## config.mk

```make
export PLATFORM = sky130hd
export DESIGN_NAME = mem_stage
export DESIGN_NICKNAME = d
export VERILOG_FILES = /design/src/rtl/mem_stage_pkg.sv /design/src/rtl/mem_lane.sv /design/src/rtl/mem_stage.sv
export SDC_FILE = /design/constraint.sdc
export NUM_CORES = 1
export LEC_CHECK = 0
export CORE_AREA = 3 3 210 212
export CTS_CLUSTER_DIAMETER = 100
export CTS_CLUSTER_SIZE = 12
export DETAILED_ROUTE_END_ITERATION = 16
export DIE_AREA = 0 0 213 215
export GPL_TIMING_DRIVEN = 1
export PLACE_DENSITY = 0.69
export SETUP_SLACK_MARGIN = 0.4
export SLEW_MARGIN = 40
export SYNTH_ARGS = -nofsm -noshare
export SYNTH_HDL_FRONTEND = slang
export SYNTH_SLANG_ARGS = --single-unit
```

## constraint.sdc

```tcl
create_clock -name clk -period 3.3 [get_ports clk]
set_input_delay 0.495 -clock clk [delete_from_list [all_inputs] [get_ports clk]]
set_output_delay 0.495 -clock clk [all_outputs]
set_load 0.01 [all_outputs]
```

## src/rtl/mem_stage_pkg.sv

```systemverilog
// Shared types for the memory-access stage: pipeline registers, decode fields,
// load/store encodings and the stage FSM state type.
package mem_stage_pkg;

    typedef logic [31:0] addr_t;
    typedef logic [31:0] reg_t;
    typedef logic        bool_t;

    localparam logic [6:0] opcode_load   = 7'b0000011;
    localparam logic [6:0] opcode_store  = 7'b0100011;
    localparam logic [6:0] opcode_op_imm = 7'b0010011;

    localparam logic [2:0] f3_lb  = 3'b000;
    localparam logic [2:0] f3_lh  = 3'b001;
    localparam logic [2:0] f3_lw  = 3'b010;
    localparam logic [2:0] f3_lbu = 3'b100;
    localparam logic [2:0] f3_lhu = 3'b101;
    localparam logic [2:0] f3_sb  = 3'b000;
    localparam logic [2:0] f3_sh  = 3'b001;
    localparam logic [2:0] f3_sw  = 3'b010;

    typedef struct packed {
        logic [6:0] opcode;
        logic [2:0] funct3;
        logic [4:0] rd;
        logic [4:0] rs1;
        logic [4:0] rs2;
        reg_t       imm;
    } de_inst_t;

    typedef struct packed {
        addr_t    pc;
        reg_t     inst;
        de_inst_t de_inst;
        reg_t     rs1_value;
        reg_t     rs2_value;
        reg_t     ex_result;
        addr_t    ex_addr;
        logic     valid;
    } ex_mem_t;

    typedef struct packed {
        addr_t    pc;
        reg_t     inst;
        de_inst_t de_inst;
        addr_t    ex_addr;
        reg_t     wb_value;
        logic     fault;
        logic     valid;
    } mem_wb_t;

    localparam mem_wb_t mem_wb_rst = '0;

    typedef enum logic [1:0] {
        MEM_IDLE   = 2'd0,
        MEM_ACCESS = 2'd1,
        MEM_DONE   = 2'd2
    } mem_state_t;

endpackage

```

## src/rtl/mem_lane.sv

```systemverilog
// Byte-lane steering for the data port: store replication and byte enables,
// load extraction with sign/zero extension, and the misalignment flag.
module mem_lane
    import mem_stage_pkg::*;
(
    input  logic [2:0] funct3,
    input  logic [1:0] ea_lo,
    input  logic       store,
    input  reg_t       rs2,
    input  reg_t       rdata,
    output reg_t       wdata,
    output logic [3:0] be,
    output reg_t       load_value,
    output logic       misalign
);

    reg_t        shifted;
    logic [7:0]  sel_byte;
    logic [15:0] sel_half;

    always_comb begin
        shifted  = rdata >> {ea_lo, 3'b000};
        sel_byte = shifted[7:0];
        sel_half = ea_lo[1] ? rdata[31:16] : rdata[15:0];

        wdata      = rs2;
        be         = 4'hF;
        load_value = rdata;
        misalign   = 1'b0;

        // funct3[2] distinguishes unsigned loads; funct3[1:0] is the access size
        case (funct3[1:0])
            2'b00: begin
                if (store) begin
                    wdata = {4{rs2[7:0]}};
                    be    = 4'b0001 << ea_lo;
                end
                load_value = funct3[2] ? {24'b0, sel_byte} : {{24{sel_byte[7]}}, sel_byte};
            end
            2'b01: begin
                misalign = ea_lo[0];
                if (store) begin
                    wdata = {2{rs2[15:0]}};
                    be    = 4'b0011 << {ea_lo[1], 1'b0};
                end
                load_value = funct3[2] ? {16'b0, sel_half} : {{16{sel_half[15]}}, sel_half};
            end
            default: begin
                misalign = (ea_lo != 2'b00);
            end
        endcase
    end

endmodule

```

## src/rtl/mem_stage.sv

```systemverilog
// Memory-access pipeline stage: effective address, req/ack data-port transaction,
// lane steering and the mem_wb register. Memory ops stall upstream until DONE.
//
// state      | meaning
// MEM_IDLE   | pass-through; launches an aligned, enabled memory op
// MEM_ACCESS | dmem_req held with stable bus outputs, waiting for dmem_ack
// MEM_DONE   | read data latched; retires into mem_wb once next_rdy is high
module mem_stage
    import mem_stage_pkg::*;
(
    input  logic        clk,
    input  logic        rst,
    input  logic        en,
    input  logic        next_rdy,
    input  ex_mem_t     ex_mem,
    output mem_wb_t     mem_wb,
    output logic        rdy,
    output logic        dmem_req,
    output logic        dmem_we,
    output logic [31:0] dmem_addr,
    output logic [31:0] dmem_wdata,
    output logic [3:0]  dmem_be,
    input  logic        dmem_ack,
    input  logic [31:0] dmem_rdata
);

    mem_state_t state;
    addr_t      ea;
    logic       is_load, is_store, is_mem, start;
    logic [2:0] acc_f3, lane_f3;
    logic [1:0] acc_ea_lo, lane_ea_lo;
    reg_t       rdata_q, lane_wdata, lane_load;
    logic [3:0] lane_be;
    logic       misalign;
    mem_wb_t    pass_wb, done_wb;

    assign ea       = ex_mem.rs1_value + ex_mem.de_inst.imm;
    assign is_load  = ex_mem.valid && (ex_mem.de_inst.opcode == opcode_load);
    assign is_store = ex_mem.valid && (ex_mem.de_inst.opcode == opcode_store);
    assign is_mem   = is_load || is_store;
    assign start    = is_mem && en && !misalign;

    // Extension in DONE must use the launched access, not whatever sits upstream.
    assign lane_f3    = (state == MEM_IDLE) ? ex_mem.de_inst.funct3 : acc_f3;
    assign lane_ea_lo = (state == MEM_IDLE) ? ea[1:0] : acc_ea_lo;

    mem_lane u_lane (
        .funct3     (lane_f3),
        .ea_lo      (lane_ea_lo),
        .store      (is_store),
        .rs2        (ex_mem.rs2_value),
        .rdata      (rdata_q),
        .wdata      (lane_wdata),
        .be         (lane_be),
        .load_value (lane_load),
        .misalign   (misalign)
    );

    always_comb begin
        pass_wb          = mem_wb_rst;
        pass_wb.pc       = ex_mem.pc;
        pass_wb.inst     = ex_mem.inst;
        pass_wb.de_inst  = ex_mem.de_inst;
        pass_wb.ex_addr  = ex_mem.ex_addr;
        pass_wb.valid    = en && ex_mem.valid;
        done_wb          = pass_wb;
        pass_wb.wb_value = is_mem ? '0 : ex_mem.ex_result;
        pass_wb.fault    = is_mem && misalign;
        done_wb.wb_value = dmem_we ? '0 : lane_load;
    end

    always_comb begin
        rdy = 1'b0;
        case (state)
            MEM_IDLE:   rdy = !start && en && next_rdy;
            MEM_ACCESS: rdy = 1'b0;
            MEM_DONE:   rdy = next_rdy;
            default:    rdy = 1'b0;
        endcase
    end

    always_ff @(posedge clk) begin
        if (rst) begin
            state      <= MEM_IDLE;
            dmem_req   <= 1'b0;
            dmem_we    <= 1'b0;
            dmem_addr  <= '0;
            dmem_wdata <= '0;
            dmem_be    <= '0;
            mem_wb     <= mem_wb_rst;
            acc_f3     <= '0;
            acc_ea_lo  <= '0;
            rdata_q    <= '0;
        end else begin
            case (state)
                MEM_IDLE: begin
                    if (start) begin
                        dmem_req   <= 1'b1;
                        dmem_we    <= is_store;
                        dmem_addr  <= {ea[31:2], 2'b00};
                        dmem_wdata <= lane_wdata;
                        dmem_be    <= lane_be;
                        acc_f3     <= ex_mem.de_inst.funct3;
                        acc_ea_lo  <= ea[1:0];
                        state      <= MEM_ACCESS;
                        if (next_rdy) mem_wb <= mem_wb_rst;
                    end else if (next_rdy) begin
                        mem_wb <= pass_wb;
                    end
                end
                MEM_ACCESS: begin
                    if (next_rdy) mem_wb <= mem_wb_rst;
                    if (dmem_ack) begin
                        rdata_q  <= dmem_rdata;
                        dmem_req <= 1'b0;
                        state    <= MEM_DONE;
                    end
                end
                MEM_DONE: begin
                    if (next_rdy) begin
                        mem_wb <= done_wb;
                        state  <= MEM_IDLE;
                    end
                end
                default: state <= MEM_IDLE;
            endcase
        end
    end

endmodule

```

==> out/qor.yml, run 1 <==
worst_setup_path:
  r2r-end: "mem_wb[102]$_SDFFE_PP0P_"
  cp_max_fo: 3
  required_ns: 2.80
  r2r_start: "state[1]$_SDFFE_PP0P_"
  reg2reg_depth: 16
  path_class: "in2out"
  worst_setup_path_start_kind: "input pin"
  r2r_setup_slack_ns: 0.50
  cp.arrival_ns: 2.32
  cp-end-kind: "output pin"
clock_tree:
  cts_root_buf: "clkbuf_16"
  hold_buffers: 0
  clk_pin_slew_worst_paths_ns: 0.06
  clockBufferDepth: 3
  cts_sinks: 294
  numCtsBuffers: 28
  htreeDepth: 1
  clk_latency_ns: 0.58
  cts_tree: "yes"
synth:
  syn-instance-count: 1987
  synth_mux_area_frac: 0.0240
  synth_area_sq_um: 15400
  synthAdderAreaFrac: 0.0305
  synth.lib_cells_used.distinct: 68
  synth_compound_area_frac: 0.285
  ys.flop_type: "dfxtp_1"
  synth_simple_gate_area_frac: 0.212
  synth_top_family_by_area: "compound AO/OA/AOI/OAI gates"
  yosys.area_share.xor_xnor: 0.0148
  async_flop_share: 0
  synth_seq_cells: 294
  synth_edf_count: 0
  avgSynthCellArea_sq_um: 7.75
  yosys_warnings: 0
  seq_area_frac_synth: 0.382
min_path:
  holdCritStartpoint: "ex_mem[129]"
  holdPathEnd: "mem_wb[66]$_SDFFE_PP0P_"
  hold_path_depth: 5
  hold_path.class: "in2reg"
finish:
  syn2layout_area_growth_pct: 49.7
  n_fill_cell: 3787
  multiInputGateArea_sq_um: 8900
  nNetsFinal: 2851
  final_layout_size_suffix_gt1_frac: 0.0910
  regArea_sq_um: 5890
  design_area_sq_um: 23100
floorplan:
  pin_count: 545
  coreArea_sq_um: 42100
  die_h_um: 215
  start_util: 0.366
  die_area_sq_um: 45800
  die_w_um: 213
  rows: 75
grt:
  antenna_found_initial: 11
  grt_pass1_vias: 16827
  gr-total-overflow: 0
  grt_pass1_wl_mm: 95.9
  track_usage: 0.261
  grt_max_degree: 113
timing:
  setup_viol: 0
  hold_viol: 0
  skew_ns: 0.0222
  report.final.slew_viol_count: 0
  fmax_ghz: 0.355
  fin_ws_ns: 0.483
  timing.final.crit_share: 0.854
  period_needed_ns: 2.82
  rsz0062_at_grt: "true"
  tightest_slew_ns: 0.703
  slew-limit-headroom: 0.531
power_and_ir_drop:
  power.density_nw_per_um2: 372
  pwr-share-clk: 0.337
  p_int_w: 0.00620
  sw_frac_of_total: 0.277
  combPwrFrac: 0.220
  switchingPower_w: 0.00237
  ir_drop_mv: 0.359
  p_seq_frac: 0.443
  leakage_nw: 8.56
drt:
  ant_nets: 0
  wire_per_inst_um: 21.3
  vias: 17371
  drtIter0Drc: 1365
  drc: 0
  drt-total-wl_mm: 65.4
  drtPass1Iterations: 5
  via_per_inst: 5.66
placed_design:
  place.detailed.hpwl_mm: 46.7
  place_congestion: 0.933
  place_area_sq_um: 22000
  io_buffers: 542
  dp_slack_ns: -0.558
flow_run:
  maxCapViolations: 0
status:
  status: "completed"
-- how the worst max path moves through the flow --
| stage | from | endpoint | slack (ns) | depth (start not counted) |
|---|---|---|---|---|
| finish | ex_mem[129] | rdy | 0.48 | 9 |
| global route | state[1]$_SDFFE_PP0P_ | mem_wb[102]$_SDFFE_PP0P_ | 0.37 | 16 |
| CTS | ex_mem[97] | rdy | 0.40 | 9 |
| detailed placement | ex_mem[129] | rdy | -0.56 | 9 |
| global placement | ex_mem[129] | mem_wb[25]$_SDFFE_PP0P_ | -0.59 | 12 |
| floorplan | ex_mem[97] | mem_wb[102]$_SDFFE_PP0P_ | 0.42 | 12 |
-- cell usage in the layout, fill, tap and decap left out, types with 6 or more instances in the layout --
cell,n
nor3_1,11
inv_1,11
a22o_1,37
a21o_1,12
clkbuf_16,32
mux2i_1,27
nand2b_1,6
o311ai_0,42
o21ai_0,156
nand3_1,17
xnor2_1,17
ha_1,33
nand2_1,252
nor2b_1,46
clkdlybuf4s50_1,535
nor2_1,278
o221a_2,8
dfxtp_1,292
a21oi_1,229
a22oi_1,113
a221o_1,17
nor3b_1,71
buf_6,10
nor2_2,7
xor2_1,9
buf_12,17
buf_4,112
a211oi_1,22
a31oi_1,7
-- per-layer routing --
| metal | global-route usage | routed length (um) | vias up |
|---|---|---|---|
| met5 | 0 | 83 | - |
| li1 | - | - | 8166 |
| met2 | 0.430 | 30500 | 765 |
| met1 | 0.299 | 24600 | 8252 |
| met3 | 0.0866 | 6510 | 176 |
| met4 | 0.136 | 3710 | 12 |
-- cell usage after synthesis (6+ instances only) --
master    instances  share of area
nor2b_1          46          0.019
a211oi_1         22          0.011
a221o_1          17          0.011
o21ai_0         159          0.052
nor3b_1          72          0.035
inv_1            13         0.0032
a21oi_1         230          0.075
clkbuf_1        128          0.031
o221a_2           8         0.0058
nor3_1           11         0.0036
nand2_1         256          0.062
a31oi_1           7         0.0028
xnor2_1          17         0.0097
ha_1             36          0.029
mux2i_1          29          0.019
xor2_1            9         0.0051
nor2_1          286          0.070
a22oi_1         114          0.056
buf_2            30         0.0097
dfxtp_1         294           0.38
o311ai_0         43          0.024
buf_4             8         0.0039
nand2b_1          6         0.0024
a21o_1           12         0.0058
nand3_1          17         0.0055
a22o_1           37          0.021
-- power by group through the flow --
stage | logic [W] | clock network, W | registers, W
detailed placement | 0.00184 | 0 | 0.00387
global placement | 0.00181 | 0 | 0.00386
floorplan | 0.000753 | 0 | 0.00392
CTS | 0.00185 | 0.00295 | 0.00379
finish | 0.00189 | 0.00289 | 0.00379
global route | 0.00203 | 0.00307 | 0.00381
-- registers in the layout, indices dropped and copies added, names as in the netlist --
signal,cells
dmem_be,4
rdata_q,32
mem_wb,187
dmem_we,1
state,2
dmem_req,1
dmem_addr,30
dmem_wdata,32
acc_ea_lo,2
acc_f3,3
-- what timing repair did --
action                     CTS  global route
pin swaps                    5            12
cloned                       0             5
resized for setup           20            35
setup endpoints to repair  195           195
buffers inserted             2             9
-- worst max-delay path, cell delays in order --
cell,delay (ns)
buf_8,0.11
ha_4,0.16
fa_2,0.65
nor3b_2,0.07
o311a_4,0.32
nand3_4,0.09
a41oi_2,0.12
nor2b_1,0.14
buf_4,0.16
-- logic make-up (layout without fill, tap and decap cells) --
group                    after synthesis  in the layout
multiplexers                          34             34
flip-flops                           294            294
adder cells (fa/ha/maj)               37             37
XOR/XNOR                              26             26
other                                  1              7
AND/OR/NAND/NOR                      723            723
buffers and inverters                188            727
AO/OA/AOI/OAI                        684            684
-- final cells by class --
cell class	count	share of cell area
well taps	539	0.0292
diodes	5	0.000542
clock inverters	2	0.00108
repair buffers	683	0.295
flip-flops and latches	294	0.255
inverters	14	0.00228
multi-input cells	1506	0.386
clock buffers	28	0.0304
-- metrics by stage --
| stage | util | setup TNS [ns] | cells | total power [W] | hold WS [ns] |
|---|---|---|---|---|---|
| detailed placement | 0.522 | -91.43 | 3019 | 0.00571 | 0.445 |
| global route | 0.547 | 0 | 3070 | 0.00891 | 0.336 |
| floorplan | - | 0 | 1988 | 0.00468 | 0.429 |
| finish | 0.547 | 0 | 3071 | 0.00857 | 0.306 |
| CTS | 0.540 | 0 | 3051 | 0.00859 | 0.361 |
| global placement | 0.522 | -79.87 | 3019 | 0.00567 | 0.436 |
No activity file was read; power rests on OpenSTA's default activity.
==> inputs of run 2 (changes only) <==
CTS_CLUSTER_DIAMETER = default   (was 100)
==> run 2 against run 1 <==
  * Global-route usage grew 0.26 points
  * Register-to-register slack lost 0.04 ns
  * Highest routed layer unchanged
  * Non-clock buffer count is 7 higher
  * Critical endpoint is now mem_wb[20]$_SDFFE_PP0P_
  * Design area grew 3.0%
  * Hold slack better by 0.038 ns
  * Clock power increased by 40%
  * First-iteration DRC count grew 15%
  * Utilization increased by 1.6 points
  * Worst setup slack got worse by 0.035 ns
  * Wire length increased by 1.5%
  * Die area stayed put
  * Largest cell class unchanged
  * Via count grew 1.1%
==> out/qor.yml, run 2 (synthesis results as in run 1) <==
floorplan:
  die_h_um: 215  # unchanged
  die_area_sq_um: 45800  # unchanged
  die_w_um: 213  # unchanged
  start_util: 0.366  # unchanged
  rows: 75  # unchanged
  pin_count: 545  # unchanged
  coreArea_sq_um: 42100  # unchanged
grt:
  grt_max_degree: 113  # unchanged
  gr-total-overflow: 0  # unchanged
  grt_pass1_vias: 16875  # +0.29%
  grt_pass1_wl_mm: 96.3  # +0.51%
  antenna_found_initial: 10  # -1
  track_usage: 0.263  # +0.00256
status:
  status: "completed"
timing:
  report.final.slew_viol_count: 0  # unchanged
  setup_viol: 0  # unchanged
  hold_viol: 0  # unchanged
  timing.final.crit_share: 0.864  # +0.0105
  period_needed_ns: 2.85  # +0.0348 ns
  rsz0062_at_grt: "true"
  tightest_slew_ns: 0.678  # -0.0251 ns
  slew-limit-headroom: 0.548  # +0.0167
  fmax_ghz: 0.351  # -1.2%
  skew_ns: 0.0190  # -0.00314 ns
power_and_ir_drop:
  leakage_nw: 8.87  # +3.7%
  pwr-share-clk: 0.415  # +0.078
  ir_drop_mv: 0.427  # +19%
  p_seq_frac: 0.389  # -0.054
  p_int_w: 0.00715  # +15%
  combPwrFrac: 0.196  # -0.024
  switchingPower_w: 0.00261  # +9.8%
  sw_frac_of_total: 0.267  # -0.00983
  power.density_nw_per_um2: 411  # +11%
clock_tree:
  clk_pin_slew_worst_paths_ns: 0.05  # about the same
  cts_tree: "yes"
  clk_latency_ns: 0.55  # -0.03 ns
  hold_buffers: 0  # unchanged
  htreeDepth: 2  # +1
  numCtsBuffers: 36  # +29%
  cts_sinks: 294  # unchanged
  clockBufferDepth: 3  # unchanged
  cts_root_buf: "clkbuf_16"
finish:
  top_regs: "mem_wb (187), dmem_wdata (32), rdata_q (32)"
  n_fill_cell: 3709  # -2.1%
  regMostFlops: "mem_wb"
  final_layout_size_suffix_gt1_frac: 0.107  # +0.0165
  syn2layout_area_growth_pct: 54.2
  nNetsFinal: 2866  # +0.53%
  final_cell_mix: "clkdlybuf4s50_1, dfxtp_1, nor2_1"
  stdcell_count: 3114  # +1.4%
  final_common_cell: "clkdlybuf4s50_1"
  design_area_sq_um: 23800  # +3.0%
  regArea_sq_um: 5890  # unchanged
  largest_reg_flops: 187  # unchanged
  multiInputGateArea_sq_um: 9000  # +1.2%
worst_setup_path:
  cp.arrival_ns: 3.27  # +0.95 ns
  worst_setup_path_start_kind: "input pin"
  required_ns: 3.72  # +0.92 ns
  cp-end-kind: "flip-flop"
  path_class: "in2reg"
  cp_max_fo: 7  # +4
placed_design:
  place_congestion: 0.933  # unchanged
  place.detailed.hpwl_mm: 46.7  # unchanged
  place_area_sq_um: 22000  # unchanged
  io_buffers: 542  # unchanged
  dp.cells: 3019  # unchanged
drt:
  wire_per_inst_um: 21.3  # +0.14%
  vias: 17557  # +1.1%
  via_per_inst: 5.64  # -0.32%
  drtPass1Iterations: 8  # +3
  drtIter0Drc: 1570  # +15%
  drc: 0  # unchanged
  drt-total-wl_mm: 66.4  # +1.5%
  ant_nets: 0  # unchanged
min_path:
  hold_path.class: "in2reg"
flow_run:
  maxCapViolations: 0  # unchanged
-- run 2: changes by cell type in the layout (fill, tap and decap cells not counted), sizes merged, moves of 2 or more --
| cell | delta |
|---|---|
| diode | +2 |
| bufinv | +2 |
| inv | +2 |
| clkbuf | +26 |
| buf | +6 |
| clkinv | +6 |
-- run 2: timing repair --
| item | CTS | global route |
|---|---|---|
| buffers inserted | 3 | 13 |
| resized for setup | 23 | 64 |
| endpoints found under the setup margin | 209 | 197 |
| gates cloned | 0 | 8 |
| pin swaps | 6 | 31 |
-- run 2: final timing paths --
kind | start | cells after the start | slack [ns] | endpoint
min reg2reg | dmem_addr[17]$_SDFFE_PP0P_ | 2 | 0.45 | dmem_addr[17]$_SDFFE_PP0P_
max reg2reg | state[0]$_SDFFE_PP0P_ | 15 | 0.46 | mem_wb[154]$_SDFFE_PP0P_
max | ex_mem[129] | 15 | 0.45 | mem_wb[20]$_SDFFE_PP0P_
min | ex_mem[129] | 5 | 0.34 | mem_wb[66]$_SDFFE_PP0P_
-- run 2: power by group through the flow --
stage | Clock [W] | Combinational, W | Sequential [W]
6_report | 0.00405 | 0.00191 | 0.00380
3_3_place_gp | 0 | 0.00181 | 0.00386
2_1_floorplan | 0 | 0.000753 | 0.00392
5_1_grt | 0.00425 | 0.00205 | 0.00381
4_1_cts | 0.00413 | 0.00185 | 0.00379
3_5_place_dp | 0 | 0.00184 | 0.00387
-- run 2: cell type report --
type	instances	share of cell area
Clock buffer	52	0.0456
Antenna cell	7	0.000737
Tap cell	539	0.0284
Clock inverter	12	0.00495
Timing Repair Buffer	690	0.291
Sequential cell	294	0.248
Inverter	14	0.00221
Multi-Input combinational cell	1506	0.379
-- run 2: worst max-delay path, stage by stage --
cell	delay [ns]
buf_8	0.11
ha_4	0.16
fa_2	0.52
buf_6	0.15
buf_6	0.11
mux2i_4	0.16
mux4_2	0.53
nand2_2	0.09
a21oi_2	0.05
o21ai_1	0.13
nor2_1	0.08
nand2_2	0.14
clkbuf_16	0.22
nor2_4	0.04
a221o_1	0.27
-- run 2: metal layers --
metal / global-route usage / vias up / part of all wire
li1: - / 8238 / -
met1: 0.305 / 8372 / 0.38
met2: 0.437 / 768 / 0.47
met3: 0.0820 / 169 / 0.094
met5: 0 / - / 0.0011
met4: 0.133 / 10 / 0.051
-- run 2: metrics by stage --
stage,utilization,hold slack (ns),total power (W),setup slack (ns),TNS [ns]
floorplan,-,0.429,0.00468,0.416,0
detailed placement,0.522,0.445,0.00571,-0.558,-91.43
finish,0.564,0.345,0.00976,0.448,0
CTS,0.551,0.333,0.00978,0.411,0
global route,0.564,0.377,0.0101,0.328,0
global placement,0.522,0.436,0.00567,-0.595,-79.87
